===== src/rtl/round_key_stream_xor.sv =====
// Streaming AddRoundKey for AES-128/192/256: expands one schedule word per clock and XORs each round key into a handshaked state.
// Optional ROUND_KEY_OUT_EN adds a round_key output holding the 128-bit key applied to new_state.
//
// state | meaning
// NOKEY | no key loaded since reset, nothing accepted
// IDLE  | key present, in_ready high
// GEN   | phases 0-3 produce one schedule word each and XOR it in; phase 4 settles the result
// OUT   | new_state valid, held until out_ready

module aes_sbox (
  input  logic [7:0] a,
  output logic [7:0] q
);
  localparam logic [0:255][7:0] SBOX = {
    128'h637c777bf26b6fc53001672bfed7ab76, 128'hca82c97dfa5947f0add4a2af9ca472c0,
    128'hb7fd9326363ff7cc34a5e5f171d83115, 128'h04c723c31896059a071280e2eb27b275,
    128'h09832c1a1b6e5aa0523bd6b329e32f84, 128'h53d100ed20fcb15b6acbbe394a4c58cf,
    128'hd0efaafb434d338545f9027f503c9fa8, 128'h51a3408f929d38f5bcb6da2110fff3d2,
    128'hcd0c13ec5f974417c4a77e3d645d1973, 128'h60814fdc222a908846eeb814de5e0bdb,
    128'he0323a0a4906245cc2d3ac629195e479, 128'he7c8376d8dd54ea96c56f4ea657aae08,
    128'hba78252e1ca6b4c6e8dd741f4bbd8b8a, 128'h703eb5664803f60e613557b986c11d9e,
    128'he1f8981169d98e949b1e87e9ce5528df, 128'h8ca1890dbfe6426841992d0fb054bb16
  };

  assign q = SBOX[a];
endmodule

module round_key_stream_xor #(
  parameter int NK = 4
) (
  input  logic              clk,
  input  logic              reset,
  input  logic              key_load,
  input  logic [NK*32-1:0]  key,
  input  logic              in_valid,
  output logic              in_ready,
  input  logic [127:0]      state_in,
  output logic              out_valid,
  input  logic              out_ready,
  output logic [127:0]      new_state,
  output logic [3:0]        out_round,
  output logic              out_last,
  output logic              key_valid
`ifdef ROUND_KEY_OUT_EN
  ,
  output logic [127:0]      round_key
`endif
);

  localparam int NR = NK + 6;
  localparam logic [5:0] NK_W   = 6'(NK);
  localparam logic [2:0] KPOS_L = 3'(NK - 1);
  localparam logic [3:0] NR_W   = 4'(NR);

  if (!(NK == 4 || NK == 6 || NK == 8)) begin : g_nk_check
    $error("round_key_stream_xor: NK must be 4, 6 or 8");
  end

  typedef enum logic [1:0] {S_NOKEY, S_IDLE, S_GEN, S_OUT} state_t;

  state_t       state, state_nxt;
  logic [2:0]   phase;
  logic [31:0]  kcopy [NK];
  logic [31:0]  win   [NK];
  logic [5:0]   wcnt;
  logic [2:0]   kpos;
  logic [3:0]   rci;
  logic [3:0]   rnd;
  logic [127:0] st;
`ifdef ROUND_KEY_OUT_EN
  logic [127:0] rk;
`endif

  logic         accept, gen_word, out_hs;
  logic [31:0]  w_prev, sb_in, sb_out, t_word, new_word;

  function automatic logic [7:0] rcon(input logic [3:0] idx);
    case (idx)
      4'd1:    rcon = 8'h01;
      4'd2:    rcon = 8'h02;
      4'd3:    rcon = 8'h04;
      4'd4:    rcon = 8'h08;
      4'd5:    rcon = 8'h10;
      4'd6:    rcon = 8'h20;
      4'd7:    rcon = 8'h40;
      4'd8:    rcon = 8'h80;
      4'd9:    rcon = 8'h1b;
      4'd10:   rcon = 8'h36;
      default: rcon = 8'h00;
    endcase
  endfunction

  assign in_ready  = (state == S_IDLE);
  assign out_valid = (state == S_OUT);
  assign key_valid = (state != S_NOKEY);
  assign new_state = st;
  assign out_round = rnd;
  assign out_last  = (rnd == NR_W);
`ifdef ROUND_KEY_OUT_EN
  assign round_key = rk;
`endif

  assign accept   = in_ready && in_valid && !key_load;
  assign gen_word = (state == S_GEN) && !phase[2];
  assign out_hs   = out_valid && out_ready;

  always_ff @(posedge clk or posedge reset) begin
    if (reset) state <= S_NOKEY;
    else       state <= state_nxt;
  end

  always_comb begin
    state_nxt = state;
    if (key_load) begin
      state_nxt = S_IDLE;
    end else begin
      case (state)
        S_NOKEY: state_nxt = S_NOKEY;
        S_IDLE:  if (in_valid) state_nxt = S_GEN;
        S_GEN:   if (phase[2]) state_nxt = S_OUT;
        S_OUT:   if (out_ready) state_nxt = S_IDLE;
        default: state_nxt = S_NOKEY;
      endcase
    end
  end

  // Window holds the last NK words: win[0] = w[i-NK], win[NK-1] = w[i-1].
  assign w_prev = win[NK-1];
  assign sb_in  = (kpos == 3'd0) ? {w_prev[23:0], w_prev[31:24]} : w_prev;

  for (genvar b = 0; b < 4; b++) begin : g_sbox
    aes_sbox u_sbox (.a(sb_in[8*b +: 8]), .q(sb_out[8*b +: 8]));
  end

  always_comb begin
    t_word = w_prev;
    if (kpos == 3'd0)                 t_word = sb_out ^ {rcon(rci), 24'h0};
    else if (NK == 8 && kpos == 3'd4) t_word = sb_out;
    // The first NK words are the key itself; rotating the window replays them.
    new_word = (wcnt < NK_W) ? win[0] : (win[0] ^ t_word);
  end

  always_ff @(posedge clk or posedge reset) begin
    if (reset) begin
      for (int j = 0; j < NK; j++) begin
        kcopy[j] <= '0;
        win[j]   <= '0;
      end
      phase <= '0;
      wcnt  <= '0;
      kpos  <= '0;
      rci   <= '0;
      rnd   <= '0;
      st    <= '0;
`ifdef ROUND_KEY_OUT_EN
      rk    <= '0;
`endif
    end else if (key_load) begin
      for (int j = 0; j < NK; j++) begin
        kcopy[j] <= key[NK*32-1-32*j -: 32];
        win[j]   <= key[NK*32-1-32*j -: 32];
      end
      phase <= '0;
      wcnt  <= '0;
      kpos  <= '0;
      rci   <= '0;
      rnd   <= '0;
    end else begin
      if (accept) begin
        st    <= state_in;
        phase <= '0;
      end
      if (gen_word) begin
        for (int c = 0; c < 4; c++) begin
          if (phase == 3'(c)) begin
            st[127-32*c -: 32] <= st[127-32*c -: 32] ^ new_word;
`ifdef ROUND_KEY_OUT_EN
            rk[127-32*c -: 32] <= new_word;
`endif
          end
        end
        for (int j = 0; j < NK-1; j++) win[j] <= win[j+1];
        win[NK-1] <= new_word;
        wcnt  <= wcnt + 6'd1;
        phase <= phase + 3'd1;
        if (kpos == KPOS_L) begin
          kpos <= '0;
          rci  <= rci + 4'd1;
        end else begin
          kpos <= kpos + 3'd1;
        end
      end
      if (out_hs) begin
        if (out_last) begin
          // Schedule restarts from the stored key in the handshake cycle, so round 0 follows with no gap.
          for (int j = 0; j < NK; j++) win[j] <= kcopy[j];
          rnd  <= '0;
          wcnt <= '0;
          kpos <= '0;
          rci  <= '0;
        end else begin
          rnd <= rnd + 4'd1;
        end
      end
    end
  end

endmodule


===== config.mk =====
export PLATFORM = sky130hd
export DESIGN_NAME = round_key_stream_xor
export DESIGN_NICKNAME = d
export VERILOG_FILES = /design/src/rtl/round_key_stream_xor.sv
export SDC_FILE = /design/constraint.sdc
export NUM_CORES = 2
export LEC_CHECK = 0
export ABC_AREA = 1
export BUFFER_PORTS_ARGS = -buffer_cell sky130_fd_sc_hd__buf_2
export CAP_MARGIN = 0
export CORE_MARGIN = 2
export CORE_UTILIZATION = 40
export CTS_BUF_LIST = sky130_fd_sc_hd__clkbuf_8
export DETAILED_ROUTE_END_ITERATION = 10
export PLACE_DENSITY_LB_ADDON = 0.05
export SLEW_MARGIN = 20
export SYNTH_ARGS = -nofsm -noshare
export SYNTH_HDL_FRONTEND = slang
export SYNTH_SLANG_ARGS = --single-unit

===== constraint.sdc =====
create_clock -name clk -period 14.16 [get_ports clk]
set_input_delay 0.708 -clock clk [delete_from_list [all_inputs] [get_ports clk]]
set_output_delay 0.708 -clock clk [all_outputs]
set_load 0.05 [all_outputs]

# Word-level counts from Yosys, hierarchy flattened
# Memory sizes are Yosys's and may differ from the RTL's.
# Cells that the tools add are included.
[word_totals] wordCells=111 mem_bits_ro=8320 memories=5 regBits=406 input_bits=261
[classes] magnitude_cmp=5 mux=47 reduce_logical=13 n_eq_ne=11 n_addsub=5 bitwise_logic=10
[mem_list] memory="(name not given)" depth=256 word_bits=8 rd=1 rd_clocked_by_memory_dff=0 wr=0 line="25" rtl="assign q = SBOX[a];"
[mem_list] memory="(name not given)" depth=256 word_bits=8 rd=1 rd_clocked_by_memory_dff=0 wr=0 line="25"
[mem_list] memory="(name not given)" depth=256 word_bits=8 rd=1 rd_clocked_by_memory_dff=0 wr=0 line="25"
[mem_list] memory="(name not given)" depth=256 word_bits=8 rd=1 rd_clocked_by_memory_dff=0 wr=0 line="25"
[mem_list] memory="(name not given)" depth=16 word_bits=8 rd=1 rd_clocked_by_memory_dff=0 wr=0 line="78" rtl="case (idx)"
[ops] cell="two-way mux 128 bit" count=6
[ops] cell="two-way mux 32 bit" count=7
[ops] cell="XOR 32 bit" count=6
[ops] cell="two-way mux 8 bit" count=9
[ops] cell="greater-or-equal comparator 9 bit (second input constant)" count=4
[ops] cell="NOT 8 -> 9 bit" count=4
[ops] cell="two-way mux 4 bit" count=8
[ops] cell="two-way mux 3 bit" count=8
[ops] cell="two-way mux 6 bit" count=4
[ops] cell="== test 3 x 2 -> 1 bit (second input constant)" count=3
[ops] cell="adder 4 x 1 -> 4 bit (second input constant)" count=2
[ops] cell="two-way mux 2 bit" count=4
[ops] cell="one-hot mux 2 bit (4 select lines)" count=1
[ops] cell="adder 3 x 1 -> 3 bit (second input constant)" count=2
[ops] cell="adder 6 x 1 -> 6 bit (second input constant)" count=1
[ops] cell="logical NOT 3 bit" count=2
[ops] cell="< comparator 6 x 3 -> 1 bit (second input constant)" count=1
[ops] cell="inequality test 3 bit (second input constant)" count=2
[ops] cell="== test 2 bit (second input constant)" count=2
[ops] cell="== test 4 bit (second input constant)" count=1
[ops] cell="logical AND 1 bit" count=4
[ops] cell="nonzero test 2 bit" count=2
[ops] cell="== test 3 x 1 -> 1 bit (second input constant)" count=1
[ops] cell="inequality test 3 x 2 -> 1 bit (second input constant)" count=1
[ops] cell="other kinds (5)" count=6

# Logic depth before layout (Yosys ltp)
[logic_depth] ltp_word=14 mapped_depth=31 ltp_nobuf=28

# Hierarchy
# A second synthesis with hierarchy kept.
[hier_totals] cells_unflattened=5661 area_unflattened_um2=35028.6
[by_module_without_submodules] mod="round_key_stream_xor" area_each_um2=22412.7 cells_each=3098 n_inst=1
[by_module_without_submodules] mod="aes_sbox (g_sbox[2].u_sbox ...)" area_each_um2=3093.0 cells_each=635 n_inst=2
[by_module_without_submodules] mod="aes_sbox (g_sbox[0].u_sbox)" area_each_um2=3301.9 cells_each=657 n_inst=1
[by_module_without_submodules] mod="aes_sbox (g_sbox[1].u_sbox)" area_each_um2=3128.0 cells_each=636 n_inst=1

# Worst setup path before layout
# No wires, ideal clock.
[synth_path] path_kind="reg2reg" from="reg kpos[0]" to="reg st[10] (netlist: new_state[10])" arrival_time_ns=3.191 setup_slack_ns=10.834 path_stages_with_launch=24 t_required_ns=14.026 setup_ns=0.134 path_buffers=3 synth_period_minus_slack_ns=3.326 path_cell_list="dfrtp_1 inv_1 ha_1 buf_4 nand2_4 buf_12 buf_12 o21ai_4 inv_2 ha_1 inv_1 nand2_1 nand2_1 nor2_1 o31ai_1 nand3_1 nand3_1 nand3_1 nand3_1 nand2_1 nand2_1 nand3_1 nand2_1 o21ai_0"
[synth_via] elab_chain_cells=13
[synth_lines] element="from (decl)" line="66" rtl="logic [2:0] kpos;"
[synth_lines] element="from (signal assigned)" line="190" rtl="kpos <= kpos + 3'd1;"
[synth_lines] element="logical NOT 3 bit *" line="129, 137"
[synth_lines] element="two-way mux 32 bit" line="129" rtl="assign sb_in = (kpos == 3'd0) ? {w_prev[23:0], w_prev[31:24]} : w_prev;"
[synth_lines] element="NOT 8 -> 9 bit (not written as such)" line="25"
[synth_lines] element="memory read (256 x 8 bit)"
[synth_lines] element="two-way mux 8 bit (not written as such) (2 in a row)" line="25"
[synth_lines] element="XOR 32 bit" line="137" rtl="if (kpos == 3'd0) t_word = sb_out ^ {rcon(rci), 24'h0};"
[synth_lines] element="two-way mux 32 bit *" line="137"
[synth_lines] element="XOR 32 bit *" line="140" rtl="new_word = (wcnt < NK_W) ? win[0] : (win[0] ^ t_word);"
[synth_lines] element="two-way mux 32 bit *" line="140"
[synth_lines] element="XOR 32 bit *" line="176" rtl="st[127-32*c -: 32] <= st[127-32*c -: 32] ^ new_word;"
[synth_lines] element="two-way mux 32 bit *" line="175" rtl="if (phase == 3'(c)) begin"
[synth_lines] element="two-way mux 128 bit *" line="173" rtl="if (gen_word) begin"
[synth_lines] element="to (signal assigned)" line="170" rtl="st <= state_in;"
[synth_lines] element="to (signal, indexed assignment)" line="176"
[synth_lines] element="to (decl)" line="69" rtl="logic [127:0] st;"
# Mark *: on every way between the ends. The rest lies on a longest branch, timed or not. The select of a mux whose other input is x is not followed.
# A chain may end at the register's enable or synchronous reset.

# Worst setup path in the final report
[layout_path] from="reg kpos[0]" to="reg st[85] (netlist: new_state[85])"
# The elaborated chain is that of the path after synthesis.

==> metrics.csv <==
metric,value,unit
grt_antenna_before_repair,32,
preCtsSetupSlack,8.78,ns
routed_wl,183000,um
synth_enable_flop_cells,0,
end_kind,register,
cts_max_level,3,
areaGrowthSynthToFinish,12.1,%
cts_hold_buf,0,
global_route_wire_length_before_repair,268000,um
die_width,299,um
timing.final.hold_violations,0,
timing.rr.end,new_state[85]$_DFFE_PP0N_,
synth_cells,5739,
avg_synthesized_cell_area,6.06,sq um
number_of_setup_buffers_added_after_cts,0,
reg2reg_setup_slack,8.47,ns
status,completed,
placementRows,108,
yosys.cell_count.top_type,sky130_fd_sc_hd__nand2_1,
most_utilized_layer_in_the_global_route_result,met2,
rr_worst_depth,23,
first_global_vias,39700,
synthTopCellsByArea,"sky130_fd_sc_hd__dfrtp_1, sky130_fd_sc_hd__nand2_1, sky130_fd_sc_hd__nand3_1",
post-dp-hpwl,130000,um
total_routing_usage_gr,0.396,
floorplan.die_area,89300,sq um
postCtsResizedCells,0,
critPathLaunch,kpos[0]$_DFF_PP0_,
gr-usage-met2,0.610,
floorplan.core_area,86500,sq um
groute.layer.met1.usage,0.522,
tns,0,ns
clock-root-buffer,sky130_fd_sc_hd__clkbuf_8,
place.port_buffers,396,
hp-class,input port to asynchronous set/reset pin,
synth.net_count,6070,
final.fill_count,9549,
finClkSkew,0.0767,ns
crit_arrival,6.38,ns
drcViolationCount,0,
clkSinkCount,406,
worst_endpoint_required_time,14.84,ns
synthesis.area,34800,sq um
cts_made_buffers,81,
route.detailed.vias_per_inst,5.92,
ant_nets,0,
global_route_overflow,0,
ys_seq_elements,406,
post-synth-top-area-cell,sky130_fd_sc_hd__dfrtp_1,
tritoncts_clock_tree,yes,
maxSlewViolCount,0,
netlist.area_leader.share,0.292,
rsz0062_at_grt,false,
minimum_period_implied_by_the_final_worst_setup_slack,5.69,ns
wl_per_cell,25.5,um
yosys-top-cells-count,"sky130_fd_sc_hd__nand2_1, sky130_fd_sc_hd__nand3_1, sky130_fd_sc_hd__inv_1, sky130_fd_sc_hd__dfrtp_1, sky130_fd_sc_hd__o21ai_0",
worstSetupStartpointType,register,
async_flop_share,1.00,
worst_pin_slew,1.17,ns
worst_setup_hold_path_clk_slew,0.07,ns
detail_route.iter0.violations,5392,
dominantRegCellSynth,sky130_fd_sc_hd__dfrtp_1,
ys_seq_area_frac,0.292,
worst_setup_path_endpoint,new_state[85]$_DFFE_PP0N_,
post_route_cells_drive_above_1_share,0.120,
yosysWarnings,0,
met3_usage,0.0782,
finalSetupViolations,0,
place_congestion,1.05,
final_min_period_over_clock_period,0.402,
floorplan.initialDensity,0.402,
maximum_clock_frequency,0.176,GHz
clk_latency,0.78,ns
criticalPathCategory,register to register,
finalWorstSetupSlack,8.47,ns
maxSlewHeadroom,0.218,
floorplan.io_pins,397,
drtPass1Iterations,8,
routed-via-count,42500,
max-cap-violations,0,
die_y,299,um
worst_r2r_startpoint,kpos[0]$_DFF_PP0_,
ys_types,46,
cts.path.max_buffers,3,
pin_count_of_the_biggest_net_entering_global_routing,165,
fin_nets,6271,
critical_path_peak_fanout,47,
kinds of logic after synthesis:
kind of cell	share of synthesized area
adders and majority gates	0.0252
xor gates and xnor gates	0.00126
AOI/OAI and AO/OA	0.139
DFF	0.292
muxes	0.000288
buffers and inverters	0.112
and+or+nand+nor	0.430
layout make-up:
class,instances,area (sq um),share of cell area
Clock buffer,105,1450,0.0371
Inverter,618,2350,0.0602
Antenna cell,15,37.5,0.000963
Clock inverter,44,303,0.00777
Multi-Input combinational cell,4381,20800,0.533
Tap cell,1155,1450,0.0371
Sequential cell,406,10200,0.261
Timing Repair Buffer,452,2450,0.0628
cells in the final DEF (no fill, tap or decap), drive strengths merged, types with 10 or more instances in the layout:
cell,instances
a21oi,118
a31oi,36
buf,451
clkbuf,106
clkinv,15
dfrtp,406
diode,15
ha,70
inv,642
nand2,2213
nand3,1022
nand3b,30
nand4,55
nor2,173
nor3,10
o211ai,195
o21ai,340
o22ai,88
per-stage QoR:
| step | cell area [sq um] | cells | hold slack, ns | utilization |
|---|---|---|---|---|
| final | 39000 | 7176 | 0.125 | 0.451 |
| after global routing | 39000 | 7171 | 0.182 | 0.451 |
| after CTS | 38900 | 7161 | 0.134 | 0.450 |
| after detailed placement | 37200 | 7012 | 0.451 | 0.430 |
| after global placement | 37200 | 7012 | 0.446 | 0.430 |
| after floorplan | 34800 | 5739 | 0.433 | - |
worst min-delay path by stage:
stage	slack (ns)	endpoint	startpoint
after floorplan	0.43	kcopy[103]$_DFFE_PP0P_	kcopy[103]$_DFFE_PP0P_
after global placement	0.45	kcopy[72]$_DFFE_PP0P_	kcopy[72]$_DFFE_PP0P_
after detailed placement	0.45	kcopy[65]$_DFFE_PP0P_	kcopy[65]$_DFFE_PP0P_
after CTS	0.13	kcopy[17]$_DFFE_PP0P_	key[17]
after global routing	0.18	kcopy[17]$_DFFE_PP0P_	key[17]
final	0.12	new_state[118]$_DFFE_PP0N_	reset
sequential cells by signal, indices dropped and copies added (netlist names):
register and flops:
w_prev 32, kcopy 128, wcnt 6, rci 4, new_state 128, kpos 3, win 96, state 2
out_round 4, phase 3
critical path: stages (launching register included):
cell	delay [ns]
sky130_fd_sc_hd__dfrtp_1	0.35
sky130_fd_sc_hd__inv_1	0.07
sky130_fd_sc_hd__ha_1	0.32
sky130_fd_sc_hd__nand2_4	0.28
sky130_fd_sc_hd__buf_4	0.65
sky130_fd_sc_hd__nand2_1	0.36
sky130_fd_sc_hd__o21ai_2	0.47
sky130_fd_sc_hd__ha_1	0.30
sky130_fd_sc_hd__inv_1	0.06
sky130_fd_sc_hd__nor2_1	0.36
sky130_fd_sc_hd__nor2_2	0.18
sky130_fd_sc_hd__nand2_1	0.27
sky130_fd_sc_hd__o211ai_1	0.13
sky130_fd_sc_hd__nand2_1	0.10
sky130_fd_sc_hd__nand3_1	0.12
sky130_fd_sc_hd__nand2_1	0.12
sky130_fd_sc_hd__nand2_1	0.06
sky130_fd_sc_hd__nand3_1	0.40
sky130_fd_sc_hd__nand3_1	0.45
sky130_fd_sc_hd__nand2_1	0.27
sky130_fd_sc_hd__nand2_1	0.07
sky130_fd_sc_hd__nand3_1	0.07
sky130_fd_sc_hd__nand2_1	0.07
sky130_fd_sc_hd__nand2_1	0.05
layer usage:
| metal | wire length [um] | up-vias |
|---|---|---|
| met5 | 211 | - |
| met4 | 10900 | 32 |
| met3 | 17000 | 544 |
| met2 | 81300 | 2428 |
| met1 | 73400 | 20200 |
| li1 | - | 19200 |
Power is left out: the tool's default activity adds up to more than one toggle a clock period on the data nets, which glitch-free logic cannot reach.
